<file path="config.mk">
export PLATFORM = sky130hd
export DESIGN_NAME = sbn_loader
export DESIGN_NICKNAME = d
export VERILOG_FILES = /design/src/rtl/sbn_loader.sv
export SDC_FILE = /design/constraint.sdc
export NUM_CORES = 1
export LEC_CHECK = 0
export CORE_MARGIN = 2
export CORE_UTILIZATION = 32
export DETAILED_ROUTE_END_ITERATION = 16
export GPL_TIMING_DRIVEN = 1
export PLACE_DENSITY_LB_ADDON = 0.25
export SETUP_SLACK_MARGIN = 0.2
export SLEW_MARGIN = 5
export SYNTH_ARGS = -nofsm -noshare
export SYNTH_HDL_FRONTEND = slang
export SYNTH_SLANG_ARGS = --single-unit
</file>
<file path="constraint.sdc">
create_clock -name clk -period 5.25 [get_ports clk]
set_input_delay 0.525 -clock clk [delete_from_list [all_inputs] [get_ports clk]]
set_output_delay 0.525 -clock clk [all_outputs]
set_load 0.02 [all_outputs]
</file>
<file path="src/rtl/sbn_loader.sv">
// sbn_loader: byte-stream program loader for the SBN machine.
//
// Accepts framed bytes over a valid/ready link, assembles instruction and
// data words, writes them through one write port per memory, and gates the
// core with cpu_run. Frame: SYNC(0xA5) CMD [ADDR LEN DATA...] CSUM.
//   CMD 0x01 imem load, 0x02 dmem load, 0x03 run, 0x04 halt.
//   LEN is word count minus one. Word bytes arrive MSB first.
//   (CMD + ADDR + LEN + DATA + CSUM) mod 256 must be zero.
//
// Ports:
//   clk         clock, rising edge
//   rst_n       synchronous reset, active low
//   rx_data     incoming byte
//   rx_valid    rx_data valid
//   rx_ready    loader accepts byte (always 1 out of reset)
//   imem_we     imem write strobe, one cycle per word
//   imem_addr   imem write address
//   imem_wdata  imem write data (4*FWIDTH bits)
//   dmem_we     dmem write strobe, one cycle per word
//   dmem_addr   dmem write address
//   dmem_wdata  dmem write data
//   cpu_run     1 lets the core execute, 0 holds it
//   busy        high whenever a frame is being parsed
//   frame_ok    one-cycle pulse after a frame with a good checksum
//   err_code    last frame result: 0 ok, 1 bad cmd, 2 checksum, 3 load while running
module sbn_loader #(
  parameter int unsigned FWIDTH = 8,
  parameter int unsigned DWIDTH = 32
) (
  input  logic                  clk,
  input  logic                  rst_n,
  input  logic [7:0]            rx_data,
  input  logic                  rx_valid,
  output logic                  rx_ready,
  output logic                  imem_we,
  output logic [FWIDTH-1:0]     imem_addr,
  output logic [4*FWIDTH-1:0]   imem_wdata,
  output logic                  dmem_we,
  output logic [FWIDTH-1:0]     dmem_addr,
  output logic [DWIDTH-1:0]     dmem_wdata,
  output logic                  cpu_run,
  output logic                  busy,
  output logic                  frame_ok,
  output logic [1:0]            err_code
);

  localparam int unsigned IWIDTH = 4 * FWIDTH;
  localparam int unsigned IBYTES = (IWIDTH + 7) / 8;
  localparam int unsigned DBYTES = (DWIDTH + 7) / 8;
  localparam int unsigned MAXB   = (IBYTES > DBYTES) ? IBYTES : DBYTES;
  // Shift register wide enough for the longer word; bytes older than the
  // current word fall off the top or sit above the word width, so no clear
  // is needed between words.
  localparam int unsigned SW     = 8 * MAXB;

  localparam logic [1:0] ILAST = 2'(IBYTES - 1);
  localparam logic [1:0] DLAST = 2'(DBYTES - 1);

  localparam logic [7:0] SYNC     = 8'hA5;
  localparam logic [7:0] CMD_ILD  = 8'h01;
  localparam logic [7:0] CMD_DLD  = 8'h02;
  localparam logic [7:0] CMD_RUN  = 8'h03;
  localparam logic [7:0] CMD_HALT = 8'h04;

  typedef enum logic [2:0] {
    StIdle,
    StCmd,
    StAddr,
    StLen,
    StData,
    StCsum
  } state_e;

  state_e state_q, state_d;

  logic              ready_q;
  logic [2:0]        cmd_q, cmd_d;
  logic [FWIDTH-1:0] addr_q, addr_d;
  logic [7:0]        len_q, len_d;
  logic [7:0]        word_cnt_q, word_cnt_d;
  logic [1:0]        byte_cnt_q, byte_cnt_d;
  logic [7:0]        sum_q, sum_d;
  logic [SW-1:0]     sh_q, sh_d;

  logic              imem_we_q, imem_we_d;
  logic [FWIDTH-1:0] imem_addr_q, imem_addr_d;
  logic [IWIDTH-1:0] imem_wdata_q, imem_wdata_d;
  logic              dmem_we_q, dmem_we_d;
  logic [FWIDTH-1:0] dmem_addr_q, dmem_addr_d;
  logic [DWIDTH-1:0] dmem_wdata_q, dmem_wdata_d;
  logic              run_q, run_d;
  logic              ok_q, ok_d;
  logic [1:0]        err_q, err_d;

  logic              xfer;
  logic              is_dmem;
  logic              is_load;
  logic [1:0]        last_byte;
  logic [SW-1:0]     sh_next;
  logic [7:0]        csum_total;

  assign xfer       = rx_valid & ready_q;
  assign is_dmem    = (cmd_q == CMD_DLD[2:0]);
  assign is_load    = (cmd_q == CMD_ILD[2:0]) || (cmd_q == CMD_DLD[2:0]);
  assign last_byte  = is_dmem ? DLAST : ILAST;
  assign sh_next    = (sh_q << 8) | SW'(rx_data);
  assign csum_total = sum_q + rx_data;

  always_comb begin
    state_d      = state_q;
    cmd_d        = cmd_q;
    addr_d       = addr_q;
    len_d        = len_q;
    word_cnt_d   = word_cnt_q;
    byte_cnt_d   = byte_cnt_q;
    sum_d        = sum_q;
    sh_d         = sh_q;
    imem_we_d    = 1'b0;
    imem_addr_d  = imem_addr_q;
    imem_wdata_d = imem_wdata_q;
    dmem_we_d    = 1'b0;
    dmem_addr_d  = dmem_addr_q;
    dmem_wdata_d = dmem_wdata_q;
    run_d        = run_q;
    ok_d         = 1'b0;
    err_d        = err_q;

    if (xfer) begin
      unique case (state_q)
        StIdle: begin
          if (rx_data == SYNC) state_d = StCmd;
        end
        StCmd: begin
          sum_d = rx_data;
          cmd_d = rx_data[2:0];
          case (rx_data)
            CMD_ILD, CMD_DLD:  state_d = StAddr;
            CMD_RUN, CMD_HALT: state_d = StCsum;
            default: begin
              state_d = StIdle;
              err_d   = 2'd1;
            end
          endcase
        end
        StAddr: begin
          sum_d   = csum_total;
          addr_d  = rx_data[FWIDTH-1:0];
          state_d = StLen;
        end
        StLen: begin
          sum_d      = csum_total;
          len_d      = rx_data;
          word_cnt_d = '0;
          byte_cnt_d = '0;
          state_d    = StData;
        end
        StData: begin
          sum_d = csum_total;
          sh_d  = sh_next;
          if (byte_cnt_q == last_byte) begin
            byte_cnt_d = '0;
            // Loads are parsed but never written while the core is running.
            if (!run_q) begin
              if (is_dmem) begin
                dmem_we_d    = 1'b1;
                dmem_addr_d  = addr_q;
                dmem_wdata_d = sh_next[DWIDTH-1:0];
              end else begin
                imem_we_d    = 1'b1;
                imem_addr_d  = addr_q;
                imem_wdata_d = sh_next[IWIDTH-1:0];
              end
            end
            addr_d = addr_q + 1'b1;
            if (word_cnt_q == len_q) begin
              state_d = StCsum;
            end else begin
              word_cnt_d = word_cnt_q + 8'd1;
            end
          end else begin
            byte_cnt_d = byte_cnt_q + 2'd1;
          end
        end
        StCsum: begin
          state_d = StIdle;
          if (is_load && run_q) begin
            err_d = 2'd3;
          end else if (csum_total == 8'h00) begin
            err_d = 2'd0;
            ok_d  = 1'b1;
            if (cmd_q == CMD_RUN[2:0])  run_d = 1'b1;
            if (cmd_q == CMD_HALT[2:0]) run_d = 1'b0;
          end else begin
            err_d = 2'd2;
          end
        end
        default: state_d = StIdle;
      endcase
    end
  end

  always_ff @(posedge clk) begin
    if (!rst_n) begin
      state_q      <= StIdle;
      ready_q      <= 1'b0;
      cmd_q        <= '0;
      addr_q       <= '0;
      len_q        <= '0;
      word_cnt_q   <= '0;
      byte_cnt_q   <= '0;
      sum_q        <= '0;
      sh_q         <= '0;
      imem_we_q    <= 1'b0;
      imem_addr_q  <= '0;
      imem_wdata_q <= '0;
      dmem_we_q    <= 1'b0;
      dmem_addr_q  <= '0;
      dmem_wdata_q <= '0;
      run_q        <= 1'b0;
      ok_q         <= 1'b0;
      err_q        <= '0;
    end else begin
      state_q      <= state_d;
      ready_q      <= 1'b1;
      cmd_q        <= cmd_d;
      addr_q       <= addr_d;
      len_q        <= len_d;
      word_cnt_q   <= word_cnt_d;
      byte_cnt_q   <= byte_cnt_d;
      sum_q        <= sum_d;
      sh_q         <= sh_d;
      imem_we_q    <= imem_we_d;
      imem_addr_q  <= imem_addr_d;
      imem_wdata_q <= imem_wdata_d;
      dmem_we_q    <= dmem_we_d;
      dmem_addr_q  <= dmem_addr_d;
      dmem_wdata_q <= dmem_wdata_d;
      run_q        <= run_d;
      ok_q         <= ok_d;
      err_q        <= err_d;
    end
  end

  assign rx_ready   = ready_q;
  assign imem_we    = imem_we_q;
  assign imem_addr  = imem_addr_q;
  assign imem_wdata = imem_wdata_q;
  assign dmem_we    = dmem_we_q;
  assign dmem_addr  = dmem_addr_q;
  assign dmem_wdata = dmem_wdata_q;
  assign cpu_run    = run_q;
  assign busy       = (state_q != StIdle);
  assign frame_ok   = ok_q;
  assign err_code   = err_q;

endmodule
</file>
==> summary.md, run 1 <==
| Metric | Value |
|---|---|
| Status | `complete, no violations` |
| Slew Limit Fails | `0` |
| Clock Sinks | `151` |
| Htree depth | `4` |
| Post-CTS Resized | `0` |
| CTS tree | `yes` |
| WL final | `17,200 microns` |
| Worst-margin pin slew | `about 1 ns` |
| Post-synthesis sequential area ratio | `between 40% and 50%` |
| Top-Level Pins | `99` |
| Required time of the critical path | `5.61 ns` |
| Pwr Density | `308 nW/um^2` |
| Area Growth Syn to Fin | `28.0%` |
| Switching power | `between 500 and 600 uW` |
| Crit. End Element | `flop` |
| Post-synthesis net count | `825` |
| Initial antenna violation count | `0` |
| Switch share | `between 20% and 30%` |
| Post-CTS Setup Repair Bufs | `0` |
| Final TNS setup | `0 ns` |
| Vias in the first global route | `5,301` |
| Share of the synthesized area in the top cell type | `47.7%` |
| Vias per cell | `4.94` |
| Distinct cell type count after synthesis | `between 50 and 60` |
| Setup Crit Path Kind | `flop to flop` |
| DR DRC count | `0` |
| Internal | `1950 uW` |
| CTS clk-pin slew, worst paths | `0.07 ns` |
| Ant diodes | `0` |
| Max-cap viol count | `0` |
| Clock Power Share | `approximately half` |
| Total congestion overflow | `0` |
| Async S/R FF share, synth | `0%` |
| Total global routing track utilization | `between 15 and 20%` |
| Cells along the critical path | `nor3b_4, nand2_2, nor4b_4, buf_4, nand2_1, a21oi_1` |
| Max-slew headroom | `31.7%` |
| Highest net fanout along the worst path | `29` |
| Post-DP HPWL | `11,300 microns` |
| DRT iter0 DRCs | `384` |
| Worst VDD drop | `0.000206 V` |
| Final #Nets | `about 900` |
| Synthesized area per cell | `7.89 sq um` |
| Die ar. | `approximately 21,000 sq um` |
| Cts hold-fix bufs | `0` |
| Leak | `0.00261 uW` |
| Post-Syn Area | `~6300 sq um` |
| # port buffers | `98` |
| Reg area | `between 3000 and 4000 sq um` |
| Post-Synthesis Cells | `803` |
| First-pass GRT wire length | `27,800 microns` |
| Initial Util | `32.6%` |
| Clock Tree Root | `clkbuf_16` |
| Post-synth EDFFs | `0` |
| Main area contributors after synthesis | `dfxtp_1, nand2_1, a21oi_1, nor2_1, clkbuf_1` |
| Util after Layout | `41.7%` |
| RSZ-0062 raised after global routing | `no` |
| WL per Instance | `~15 microns` |
| Worst hold path type | `flop to flop` |
| Top FF cell, synth | `dfxtp_1` |
| Top delay family on crit path | `simple AND/OR/NAND/NOR gates` |
| Cell accounting for the most synthesized area | `dfxtp_1` |
| GP Congestion | `a little under 0.9` |
| Final setup viols | `0` |
| Clock Skew | `0.0112 ns` |
| CP max stage delay | `0.74 ns` |
| Pin count of the biggest net entering global routing | `between 60 and 70` |
| Multi-input logic area | `3060 sq um` |
| Fill cells | `1,957` |
| Slowest-stage cell, CP | `nor4b_4` |
| Hold Fails Final Rpt | `0` |
| Final Cell Area | `8110 sq um` |
| First-pass DRT Iterations | `4` |
| Inserted Clock Buffers | `17` |
| Sequential share of power | `between 40% and 50%` |
| Worst EP arrival | `roughly 3.7 ns` |
| Final critical-path required period | `about 3.3 ns` |
| Synthesis-stage register bit count | `151` |
| Post-route clock period utilization | `62.7%` |
| Die X | `145 microns` |
| Routed Antenna Nets | `0` |
| Cell area after placement | `7490 sq um` |
| Core area | `19,500 sq um` |
| Hold_ws | `roughly 0.45 ns` |
| Worst path bufs/invs | `1` |
| Layout cells sized above 1 | `under 10%` |
| Via Count | `5,687` |
| Die height | `~140 microns` |
| Maximum clock rate | `~0.30 GHz` |
| CP startpoint kind | `flop` |
| Comb power frac | `2.8%` |
| Max clock buf depth | `2` |
| Clk_lat worst skew | `0.42 ns` |
| Row cnt | `51` |
| Ys Warns | `0` |
[layout by cell type, fill, tap and decap left out, types with 4 or more instances in the layout]
| master | Yosys | layout |
|---|---|---|
| and3_1 | 4 | 4 |
| buf_4 | 1 | 8 |
| nand2b_1 | 6 | 6 |
| inv_1 | 8 | 7 |
| a311oi_1 | 5 | 5 |
| clkbuf_16 | 0 | 17 |
| nand3b_1 | 4 | 4 |
| mux2i_1 | 5 | 5 |
| clkdlybuf4s50_1 | 0 | 98 |
| nand3_1 | 8 | 8 |
| o21ai_0 | 26 | 26 |
| nor2b_1 | 4 | 4 |
| a21oi_1 | 138 | 138 |
| nand2_1 | 247 | 247 |
| nor3_1 | 6 | 6 |
| ha_1 | 10 | 10 |
| xnor2_1 | 15 | 15 |
| dfxtp_1 | 151 | 151 |
| nor2_1 | 43 | 43 |
| nor3b_1 | 7 | 7 |
| a211oi_1 | 7 | 7 |
[power by group through the flow]
stage	registers, uW	logic (uW)	clock network (uW)
6_report	1150	70.2	1290
5_1_grt	1150	76.1	1350
4_1_cts	1150	70.0	1310
3_5_place_dp	1170	69.9	0
3_3_place_gp	1170	70.2	0
2_1_floorplan	1170	41.6	0
[final timing paths]
kind | startpoint | endpoint | slack (ns) | cells after the start
max | state_q[2] | imem_wdata[27] | 1.96 | 6
min | dmem_addr[0] | dmem_addr[0] | 0.45 | 2
max reg2reg | state_q[2] | imem_wdata[27] | 1.96 | 6
min reg2reg | dmem_addr[0] | dmem_addr[0] | 0.45 | 2
[registers in the layout, indices dropped and copies added, names as in the netlist]
signal	count
dmem_wdata	32
imem_wdata	32
sh_q	24
addr_q	8
dmem_addr	8
imem_addr	8
len_q	8
sum_q	8
word_cnt_q	8
cmd_q	3
state_q	3
byte_cnt_q	2
err_code	2
cpu_run	1
dmem_we	1
frame_ok	1
imem_we	1
rx_ready	1
[cell usage after synthesis, types with 3 or more instances]
master / number
buf_2: 13
inv_1: 8
o21ai_0: 26
nor2b_1: 4
nand4_1: 3
a311oi_1: 5
clkbuf_1: 38
and2_1: 3
nand2_1: 247
and3_1: 4
nor2_1: 43
o31ai_1: 3
nor3_1: 6
a21oi_1: 138
nor3b_1: 7
a211oi_1: 7
ha_1: 10
xor2_1: 3
dfxtp_1: 151
nand3b_1: 4
nand3_1: 8
xnor2_1: 15
mux2i_1: 5
nand2b_1: 6
[cells by family (layout without fill, tap and decap cells)]
family                   count (synthesis)  in the layout  share of synthesized area [%]
XOR/XNOR                                18             18                           2.49
AO/OA/AOI/OAI                          204            204                           18.7
flip-flops                             151            151                           47.7
multiplexers                             5              5                          0.790
AND/OR/NAND/NOR                        352            352                           24.0
adder cells (fa/ha/maj)                 11             11                           2.29
buffers and inverters                   62            145                           4.13
[per-layer routing]
layer	track usage, %	wire length (microns)	vias up
li1	-	-	2862
met1	23.5	8390	2685
met2	26.2	7780	123
met3	3.95	818	17
met4	5.16	208	0
met5	0	0	-
[stage by stage]
step                      worst slack, ns  std cells  power [uW]
final                                1.96       1151        2500
after CTS                            1.90       1151        2520
after detailed placement             1.65       1120        1240
after global routing                 1.57       1151        2570
after floorplan                      2.51        803        1210
after global placement               1.75       1120        1240
[worst reg2reg max path: cells and delay by family, from the launching register on]
family	cells	cell delay, ns
buf+inv	1	0.45
compound gates	1	0.12
flops	1	0.61
simple gates	4	2.06
[layout make-up]
cell class,count,share of cell area (%)
multi-input combinational,590,37.8
sequential,151,37.3
timing repair buffer,106,12.8
clock buffer,19,5.58
tap,265,4.09
clock inverter,12,2.07
inverter,8,0.401
(Power assumes the default switching activity.)
==> inputs of run 2 (changes only) <==
==> constraint.sdc (replaced) <==
create_clock -name clk -period 3.2 [get_ports clk]
set_input_delay 0.32 -clock clk [delete_from_list [all_inputs] [get_ports clk]]
set_output_delay 0.32 -clock clk [all_outputs]
set_load 0.02 [all_outputs]
==> run 2 against run 1 <==
Against the previous run:
- highest routed layer unchanged
- clock skew rose by 0.0056 ns
- critical endpoint is now frame_ok
- power rose by 57%
- non-clock buffer count rose by 17
- clock power rose by 50%
==> summary.md, run 2 (synthesis results as in run 1) <==
| Metric | Value |
|---|---|
| Status | `complete, no violations` |
| Setup Crit Path Kind | `primary input to flop` |
| Die ar. | `20,900 sq um (unchanged)` |
| Final TNS setup | `0 ns (unchanged)` |
| Hold depth | `2 (unchanged)` |
| Clock Skew | `0.0168 ns (+0.00560 ns)` |
| Row cnt | `51 (unchanged)` |
| Ant diodes | `0 (unchanged)` |
| Post-layout power | `3930 uW (+57%)` |
| Pwr Density | `479 nW/um^2 (+55%)` |
| Post-CTS Resized | `0 (unchanged)` |
| Final setup viols | `0 (unchanged)` |
| Dpl cells | `1,137 (+1.5%)` |
| Met2 track demand over resource | `25.0% (-1.1 points)` |
| Multi-input logic area | `3060 sq um (unchanged)` |
| R2R depth | `9 (+3)` |
| Worst min-delay path startpoint | `imem_addr[5]` |
| Maximum clock rate | `approximately 0.39 GHz` |
| WL final | `17,000 microns (-1.0%)` |
| Worst EP arrival | `2.88 ns (-0.77 ns)` |
| Max-cap viol count | `0 (unchanged)` |
| Fin cells | `1,169 (+1.6%)` |
| Commonest non-fill, non-tap cell in the layout | `nand2_1` |
| Via Count | `5,672 (-0.26%)` |
| Layout cells sized above 1 | `8.08% (+1.9 points)` |
| FF-to-FF Start | `sum_q[0]` |
| Worst hold path type | `flop to flop` |
| Clk_lat worst skew | `0.43 ns (about the same)` |
| Slew Limit Fails | `0 (unchanged)` |
| WL per Instance | `14.6 microns (-2.5%)` |
| Most frequent cells in the layout | `nand2_1, dfxtp_1, a21oi_1, clkdlybuf4s50_1, nor2_1` |
| CTS clk-pin slew, worst paths | `0.06 ns (about the same)` |
| # port buffers | `98 (unchanged)` |
| Vias per cell | `4.85 (-1.8%)` |
| Clock Sinks | `151 (unchanged)` |
| Inserted Clock Buffers | `17 (unchanged)` |
| Reg area | `3020 sq um (unchanged)` |
| Htree depth | `4 (unchanged)` |
| Top-Level Pins | `99 (unchanged)` |
| Routed Antenna Nets | `0 (unchanged)` |
| Worst VDD drop | `0.000362 V (+75%)` |
| Vias in the first global route | `5,311 (+0.19%)` |
| Fill cells | `2,004 (+2.4%)` |
| DR DRC count | `0 (unchanged)` |
| Initial antenna violation count | `0 (unchanged)` |
| CTS tree | `yes` |
| Cts hold-fix bufs | `0 (unchanged)` |
| First-pass GRT wire length | `27,600 microns (-0.80%)` |
| GP Congestion | `0.871 (-1.5%)` |
| Post-CTS Setup Repair Bufs | `0 (unchanged)` |
| Max clock buf depth | `2 (unchanged)` |
| Post-DP HPWL | `11,400 microns (+0.79%)` |
| Max-slew headroom | `54.5% (+23 points)` |
| Highest net fanout along the worst path | `5 (-83%)` |
| Clock Tree Root | `clkbuf_16` |
| Final #Nets | `913 (+1.9%)` |
| Hold Fails Final Rpt | `0 (unchanged)` |
| Area Growth Syn to Fin | `29.6%` |
| RSZ-0062 raised after global routing | `no` |
| CP startpoint kind | `primary input` |
| Final critical-path required period | `2.54 ns` |
| Hold path endpoint | `imem_addr[5]` |
| Pin count of the biggest net entering global routing | `46 (-29%)` |
| Reg2reg setup slack | `0.73 ns (-1.23 ns)` |
| Crit. End Element | `flop` |
| Met3 Usage GRT | `4.28% (+0.33 points)` |
| Most Crowded Layer GR | `met2` |
| Core area | `19,500 sq um (unchanged)` |
| Total congestion overflow | `0 (unchanged)` |
| Leak | `0.00267 uW (+2.7%)` |
| Post-route clock period utilization | `between 70 and 80%` |
| Initial Util | `32.6% (unchanged)` |
| Die X | `145 microns (unchanged)` |
| Reg2reg end | `frame_ok` |
| Worst-margin pin slew | `0.676 ns (-0.343 ns)` |
| Die height | `145 microns (unchanged)` |
| Total global routing track utilization | `16.9% (-0.078 points)` |
| M1 GR Usage | `23.8% (+0.31 points)` |
| Required time of the critical path | `3.54 ns (-2.07 ns)` |
| DRT iter0 DRCs | `371 (-3.4%)` |
| First-pass DRT Iterations | `5 (+1)` |
[run 2: cell types whose count changed in the layout (fill, tap and decap cells not counted)]
cell       change
inv_8          +4
bufinv_16      -3
buf_12         +2
clkbuf_8       -1
inv_6          +1
buf_4         +15
[run 2: power by group]
part | total (uW) | switching (uW) | leakage [uW] | internal, uW
sequential | 1880 | 0.485 | 0.00122 | 1880
clock | 1930 | 876 | 0.000274 | 1050
combinational | 128 | 83.8 | 0.00119 | 44.4
total | 3930 | 961 | 0.00267 | 2970
[run 2: cell type report]
| type | instances | area share, % |
|---|---|---|
| well taps | 265 | 4.04 |
| clock inverters | 14 | 1.60 |
| repair buffers | 123 | 14.5 |
| inverters | 8 | 0.396 |
| clock buffers | 18 | 5.35 |
| multi-input cells | 590 | 37.3 |
| flip-flops and latches | 151 | 36.8 |
[run 2: worst max path at each step]
stage                    start        to  slack, ns  cells past startpoint
floorplan           rx_data[1]   cpu_run       0.67                      9
global placement    rx_data[0]   cpu_run       0.29                     10
detailed placement  rx_data[1]   cpu_run       0.22                      9
CTS                 rx_data[1]   cpu_run       0.67                      9
global route        rx_data[1]  frame_ok       0.40                      9
finish              rx_data[1]  frame_ok       0.66                      9
[run 2: routing by layer]
metal / vias up / share of wire [%]
li1: 2891 / -
met1: 2602 / 50
met2: 157 / 43
met3: 22 / 5.5
met4: 0 / 1.6
met5: - / 0
[run 2: worst max-delay path, stage by stage]
cell and delay, ns:
clkdlybuf4s50_1 0.56, inv_1 0.13, fa_1 0.46, nand2b_1 0.20, a21oi_1 0.14, o311ai_0 0.16
or2_2 0.37, nor3b_1 0.31, nor3b_1 0.22
[run 2: metrics by stage]
| stage | area (sq um) | hold WS (ns) | util (%) | setup slack, ns |
|---|---|---|---|---|
| final | 8210 | 0.452 | 42.2 | 0.657 |
| after global routing | 8210 | 0.472 | 42.2 | 0.398 |
| after CTS | 8210 | 0.455 | 42.2 | 0.671 |
| after detailed placement | 7640 | 0.446 | 39.3 | 0.218 |
| after global placement | 7640 | 0.443 | 39.3 | 0.293 |
| after floorplan | 6340 | 0.348 | - | 0.666 |
==> inputs of run 3 (changes only) <==
==> constraint.sdc (replaced) <==
create_clock -name clk -period 2.2 [get_ports clk]
set_input_delay 0.22 -clock clk [delete_from_list [all_inputs] [get_ports clk]]
set_output_delay 0.22 -clock clk [all_outputs]
set_load 0.02 [all_outputs]
==> run 3 against run 2 <==
Against the previous run:
- global-route usage increased by 0.073 points
- non-clock buffer count up 23
- flip-flop and latch count did not move
- clock skew decreased by 0.0074 ns
- via count rose by 2.5%
- combinational power up 69%
- die area unchanged
- first-iteration DRC count is 10% higher
- design area increased by 4.0%
- largest power group unchanged
- wire length increased by 1.4%
- clock-buffer cell count stayed put
==> summary.md, run 3 (synthesis results as in run 1) <==
| Metric | Value |
|---|---|
| Status | `complete, no violations` |
| Reg area | `3030 sq um (+0.17%)` |
| Crit. End Element | `flop` |
| Initial Util | `32.6% (unchanged)` |
| Area Growth Syn to Fin | `34.8%` |
| Row cnt | `51 (unchanged)` |
| Post-layout power | `5810 uW (+48%)` |
| Vias in the first global route | `5,389 (+1.5%)` |
| Top-Level Pins | `99 (unchanged)` |
| First-pass GRT wire length | `28,000 microns (+1.7%)` |
| Worst EP arrival | `2.47 ns (-0.41 ns)` |
| DR DRC count | `0 (unchanged)` |
| Sequential share of power | `47.1% (-0.7 points)` |
| Setup Crit Path Kind | `flop to flop` |
| Max-slew headroom | `56.7% (+2.2 points)` |
| Maximum clock rate | `0.475 GHz` |
| Switching power | `1380 uW (+43%)` |
| Worst VDD drop | `0.000520 V (+44%)` |
| Hold_ws | `0.452 ns (-0.000678 ns)` |
| # port buffers | `98 (unchanged)` |
| Via Count | `5,812 (+2.5%)` |
| Fill cells | `1,991 (-0.65%)` |
| CP max stage delay | `0.35 ns (-0.21 ns)` |
| Multi-input logic area | `3180 sq um (+4.0%)` |
| Clock Sinks | `151 (unchanged)` |
| Total congestion overflow | `0 (unchanged)` |
| Final critical-path required period | `2.11 ns` |
| WL per Instance | `14.5 microns (-0.54%)` |
| Dpl cells | `1,159 (+1.9%)` |
| Routed Antenna Nets | `0 (unchanged)` |
| Total global routing track utilization | `16.9% (+0.073 points)` |
| Post-placement setup slack | `-0.380 ns (-0.598 ns)` |
| WL final | `17,300 microns (+1.4%)` |
| Final worst setup slack | `0.0932 ns (-0.564 ns)` |
| CP startpoint kind | `flop` |
| Core area | `19,500 sq um (unchanged)` |
| Pin count of the biggest net entering global routing | `59 (+28%)` |
| Max-cap viol count | `0 (unchanged)` |
| Max clock buf depth | `2 (unchanged)` |
| Worst hold path type | `flop to flop` |
| Initial antenna violation count | `0 (unchanged)` |
| RSZ-0062 raised after global routing | `yes` |
| Post-DP HPWL | `11,700 microns (+2.5%)` |
| Pwr Density | `680 nW/um^2 (+42%)` |
| Post-route clock period utilization | `95.8%` |
| First-pass DRT Iterations | `6 (+1)` |
| Clock Tree Root | `clkbuf_16` |
| Most frequent cells in the layout | `nand2_1, dfxtp_1, a21oi_1, clkdlybuf4s50_1, buf_4` |
| Commonest non-fill, non-tap cell in the layout | `nand2_1` |
| Internal | `4430 uW (+49%)` |
| Layout cells sized above 1 | `12.8% (+4.8 points)` |
| DRT iter0 DRCs | `408 (+10%)` |
| Fin cells | `1,192 (+2.0%)` |
| Slowest-stage cell, CP | `dfxtp_2` |
| Final setup viols | `0 (unchanged)` |
| Hold Fails Final Rpt | `0 (unchanged)` |
| Slew Limit Fails | `0 (unchanged)` |
| Cells along the critical path | `ha_4, inv_2, fa_2, nand2b_4, a21oi_2, o311ai_2, or2_4, a2111oi_4, mux2i_1` |
| Required time of the critical path | `2.57 ns (-0.97 ns)` |
| Highest net fanout along the worst path | `3 (-2)` |
| CTS tree | `yes` |
| Die height | `145 microns (unchanged)` |
| Die ar. | `20,900 sq um (unchanged)` |
| Inserted Clock Buffers | `17 (unchanged)` |
| GP Congestion | `0.836 (-4.0%)` |
| Final TNS setup | `0 ns (unchanged)` |
| Vias per cell | `4.88 (+0.49%)` |
| Clock Power Share | `49.2% (+0.2 points)` |
| Leak | `0.00282 uW (+5.6%)` |
| Comb power frac | `3.7% (+0.4 points)` |
| Clock Skew | `0.00937 ns (-0.00739 ns)` |
| Switch share | `23.7% (-0.73 points)` |
| Worst-margin pin slew | `0.643 ns (-0.0326 ns)` |
| Final #Nets | `936 (+2.5%)` |
| Clk_lat worst skew | `0.43 ns (about the same)` |
| Htree depth | `4 (unchanged)` |
| CTS clk-pin slew, worst paths | `0.07 ns (about the same)` |
| Die X | `145 microns (unchanged)` |
| Ant diodes | `0 (unchanged)` |
-- run 3: cell types whose count changed in the layout (fill, tap and decap cells not counted), moves of 2 or more --
cell	previous run	this run
o21ai_1	1	3
inv_8	5	2
nor3b_1	7	4
dfxtp_2	0	4
ha_2	0	3
o21ai_0	26	24
a21oi_1	138	136
o311ai_0	2	0
dfxtp_1	151	147
ha_1	10	4
ha_4	0	3
nor3b_2	0	3
buf_4	23	44
a21oi_2	0	2
-- run 3: routing by layer --
| layer | global-route usage (%) | routed length (microns) | part of all wire, % | vias up |
|---|---|---|---|---|
| li1 | - | - | - | 2940 |
| met1 | 24.0 | 8530 | 49 | 2727 |
| met2 | 25.9 | 7760 | 45 | 127 |
| met3 | 3.09 | 746 | 4.3 | 18 |
| met4 | 5.72 | 221 | 1.3 | 0 |
| met5 | 0 | 0 | 0 | - |
-- run 3: final cells by class --
| cell class | count | share of cell area, % |
|---|---|---|
| multi-input combinational | 590 | 37.3 |
| sequential | 151 | 35.4 |
| timing repair buffer | 146 | 16.2 |
| clock buffer | 18 | 5.14 |
| tap | 265 | 3.88 |
| clock inverter | 14 | 1.66 |
| inverter | 8 | 0.381 |
-- run 3: path summary, 6_finish.rpt --
check	startpoint	endpoint	slack [ns]	cells after the start
worst max-delay path	sum_q[0]	cpu_run	0.09	9
worst min register to register	imem_addr[1]	imem_addr[1]	0.45	2
worst max register to register	sum_q[0]	cpu_run	0.09	9
worst min-delay path	imem_addr[1]	imem_addr[1]	0.45	2
-- run 3: critical path: cells and delay by family, from the launching register on --
| kind | cells | cell delay (ns) |
|---|---|---|
| buffers and inverters | 1 | 0.03 |
| AOI/OAI and AO/OA | 3 | 0.52 |
| and+or+nand+nor | 2 | 0.45 |
| adders and majority gates | 2 | 0.48 |
| muxes | 1 | 0.20 |
| DFF | 1 | 0.35 |
-- run 3: what timing repair did --
item	4_1_cts	5_1_grt
setup endpoints to repair	23	44
buffers inserted	0	1
hold buffers	0	0
pin swaps	3	7
resized for setup	12	14
-- run 3: metrics by stage --
step	area [sq um]	util, %
final	8540	43.9
after global routing	8540	43.9
after CTS	8490	43.6
after detailed placement	7860	40.4
after global placement	7860	40.4
after floorplan	6380	-
-- run 3: power by group through the flow --
stage                     combinational (uW)  clock (uW)  sequential (uW)
after floorplan                          104           0             2800
after global placement                   209           0             2800
after detailed placement                 208           0             2800
after CTS                                213        2920             2730
after global routing                     234        3020             2730
final                                    216        2860             2730
==> variant (settings of run 3) <==
Re-encode `state_e` (6 states) as one-hot, 6 bits wide.
--- a/src/rtl/sbn_loader.sv
+++ b/src/rtl/sbn_loader.sv
@@ -62,13 +62,13 @@
   localparam logic [7:0] CMD_RUN  = 8'h03;
   localparam logic [7:0] CMD_HALT = 8'h04;
 
-  typedef enum logic [2:0] {
-    StIdle,
-    StCmd,
-    StAddr,
-    StLen,
-    StData,
-    StCsum
+  typedef enum logic [5:0] {
+    StIdle = 6'b000001,
+    StCmd  = 6'b000010,
+    StAddr = 6'b000100,
+    StLen  = 6'b001000,
+    StData = 6'b010000,
+    StCsum = 6'b100000
   } state_e;
 
   state_e state_q, state_d;
Behaviour: same outputs for any inputs over 10 cycles, from zero or initial values and one cycle with rst_n low; not proved beyond that.
==> variant against run 3 <==
Sequential cell count is 3 higher; setup slack worse by 120 ps; wire length is 6.8% higher; sequential power is 3% higher; final area is 9.4% higher; largest power group unchanged; global-route usage is 0.44 points lower; the flow now finishes with violations (setup timing); total power is 1.3% higher; critical path depth is 1 lower; core utilization is 2.5 points higher; synthesized area is 3.5% higher; cell count is 0.67% higher; fmax is 5.4% lower.
==> variant: results <==
set metrics [dict create \
    cts_buffers 17 \
    core-area_um2 20200 \
    critPathMaxFanout 4 \
    pre_cts_ws_ps -401 \
    synth_fa_ha_area_frac 0.0221 \
    grt_max_degree 90 \
    drtPass1Iterations 4 \
    grt_pass1_wl_mm 28.5 \
    clkLatencyLatePin_ps 420 \
    cts_buffer_depth 2 \
    violations "setup timing" \
    drt_iter0_drc 391 \
    via_per_inst 4.83 \
    muxShareOfSynthArea 0.0887 \
    ys_types 65 \
    arrival_ps 2530 \
    synthTopCellsByArea "dfxtp_1 47%, nand2_1 9.2%, mux2i_1 8.7%" \
    synth_nets 789 \
    yosysWarnings 0 \
    wl_per_cell_um 15.4 \
    synth_compound_area_frac 0.131 \
    h-tree-depth 4 \
    n_antenna_cell 0 \
    leakagePower_nw 3.32 \
    clockRootBuffer "clkbuf_16" \
    ys_seq_area_frac 0.470 \
    irDropWorstVdd_mv 0.520 \
    async_reset_ff_frac 0 \
    dp_hpwl_mm 11.7 \
    skew_ps 12.4 \
    worst_slack_ps -27.1 \
    io_buffer_count 98 \
    antenna_found_initial 0 \
    gp_congestion 0.826 \
    layout.nets 940 \
    synth_xor_xnor_area_share 0.0267 \
    setup_viol 2 \
    clk_pin_slew_ps 60 \
    track_usage 0.165 \
    drive_gt1_frac 0.185 \
    grt_pass1_vias 5406 \
    min_path_type "reg -> reg" \
    synthTopCellsByCount "161 x nand2_1, 154 x dfxtp_1, 88 x a21oi_1, 88 x nor2_1, 57 x mux2i_1" \
    status "complete, but fails checks" \
    slew_headroom 0.704 \
]
[variant: path summary, 6_finish.rpt]
kind | startpoint | to | slack [ps] | cells past startpoint
hold reg to reg | imem_wdata[27] | imem_wdata[27] | 450 | 2
hold / removal | imem_wdata[27] | imem_wdata[27] | 450 | 2
setup reg to reg | sum_q[0] | cpu_run | -30 | 8
setup / recovery | sum_q[0] | cpu_run | -30 | 8
[variant: report_power, final]
group          leakage (nW)  switching (mW)  total (mW)  internal (mW)
logic                  1.81           0.144       0.236         0.0921
registers              1.24         0.00406        2.80           2.79
clock network         0.268            1.13        2.86           1.73
[variant: per-stage QoR]
stage | utilization | setup TNS [ps] | cells | cell area, µm²
floorplan | - | 0 | 767 | 6610
global placement | 0.411 | -1570 | 1153 | 8290
detailed placement | 0.411 | -1780 | 1153 | 8290
CTS | 0.451 | -14.8 | 1193 | 9090
global route | 0.463 | -428 | 1200 | 9350
finish | 0.463 | -50.8 | 1200 | 9350
[variant: cell type report]
type                            instances  area, µm²
Sequential cell                       154       3090
Tap cell                              270        338
Fill cell                            2008      10800
Inverter                                6       25.0
Multi-Input combinational cell        558       3480
Timing Repair Buffer                  181       1850
Clock inverter                          6       88.8
Clock buffer                           25        475
[variant: worst max-delay path, cell delays in order, from the launching register on]
cell,delay [ps]
dfxtp_2,340
ha_4,170
fa_2,420
a211oi_4,270
o21bai_1,100
a21oi_1,170
xor2_1,280
a31oi_1,120
o31a_1,250
[variant: logic make-up after synthesis]
| group | after synthesis |
|---|---|
| adders and majority gates | 11 |
| DFF | 154 |
| buffers and inverters | 55 |
| xor gates and xnor gates | 20 |
| muxes | 58 |
| and+or+nand+nor | 323 |
| AOI/OAI and AO/OA | 146 |
[variant: metal layers]
| metal | part of all wire | global-route usage | vias up |
|---|---|---|---|
| li1 | - | - | 2931 |
| met1 | 0.47 | 0.221 | 2717 |
| met2 | 0.46 | 0.267 | 135 |
| met3 | 0.058 | 0.0351 | 18 |
| met4 | 0.011 | 0.0505 | 0 |
| met5 | 0 | 0 | - |
[variant: timing repair]
item / in CTS / in global routing
endpoints found under the setup margin: 52 / 99
endpoints found under the hold margin: 0 / 0
gates cloned: 2 / 5
setup buffers: 7 / 2
resized for setup: 31 / 34
pin swaps: 16 / 12
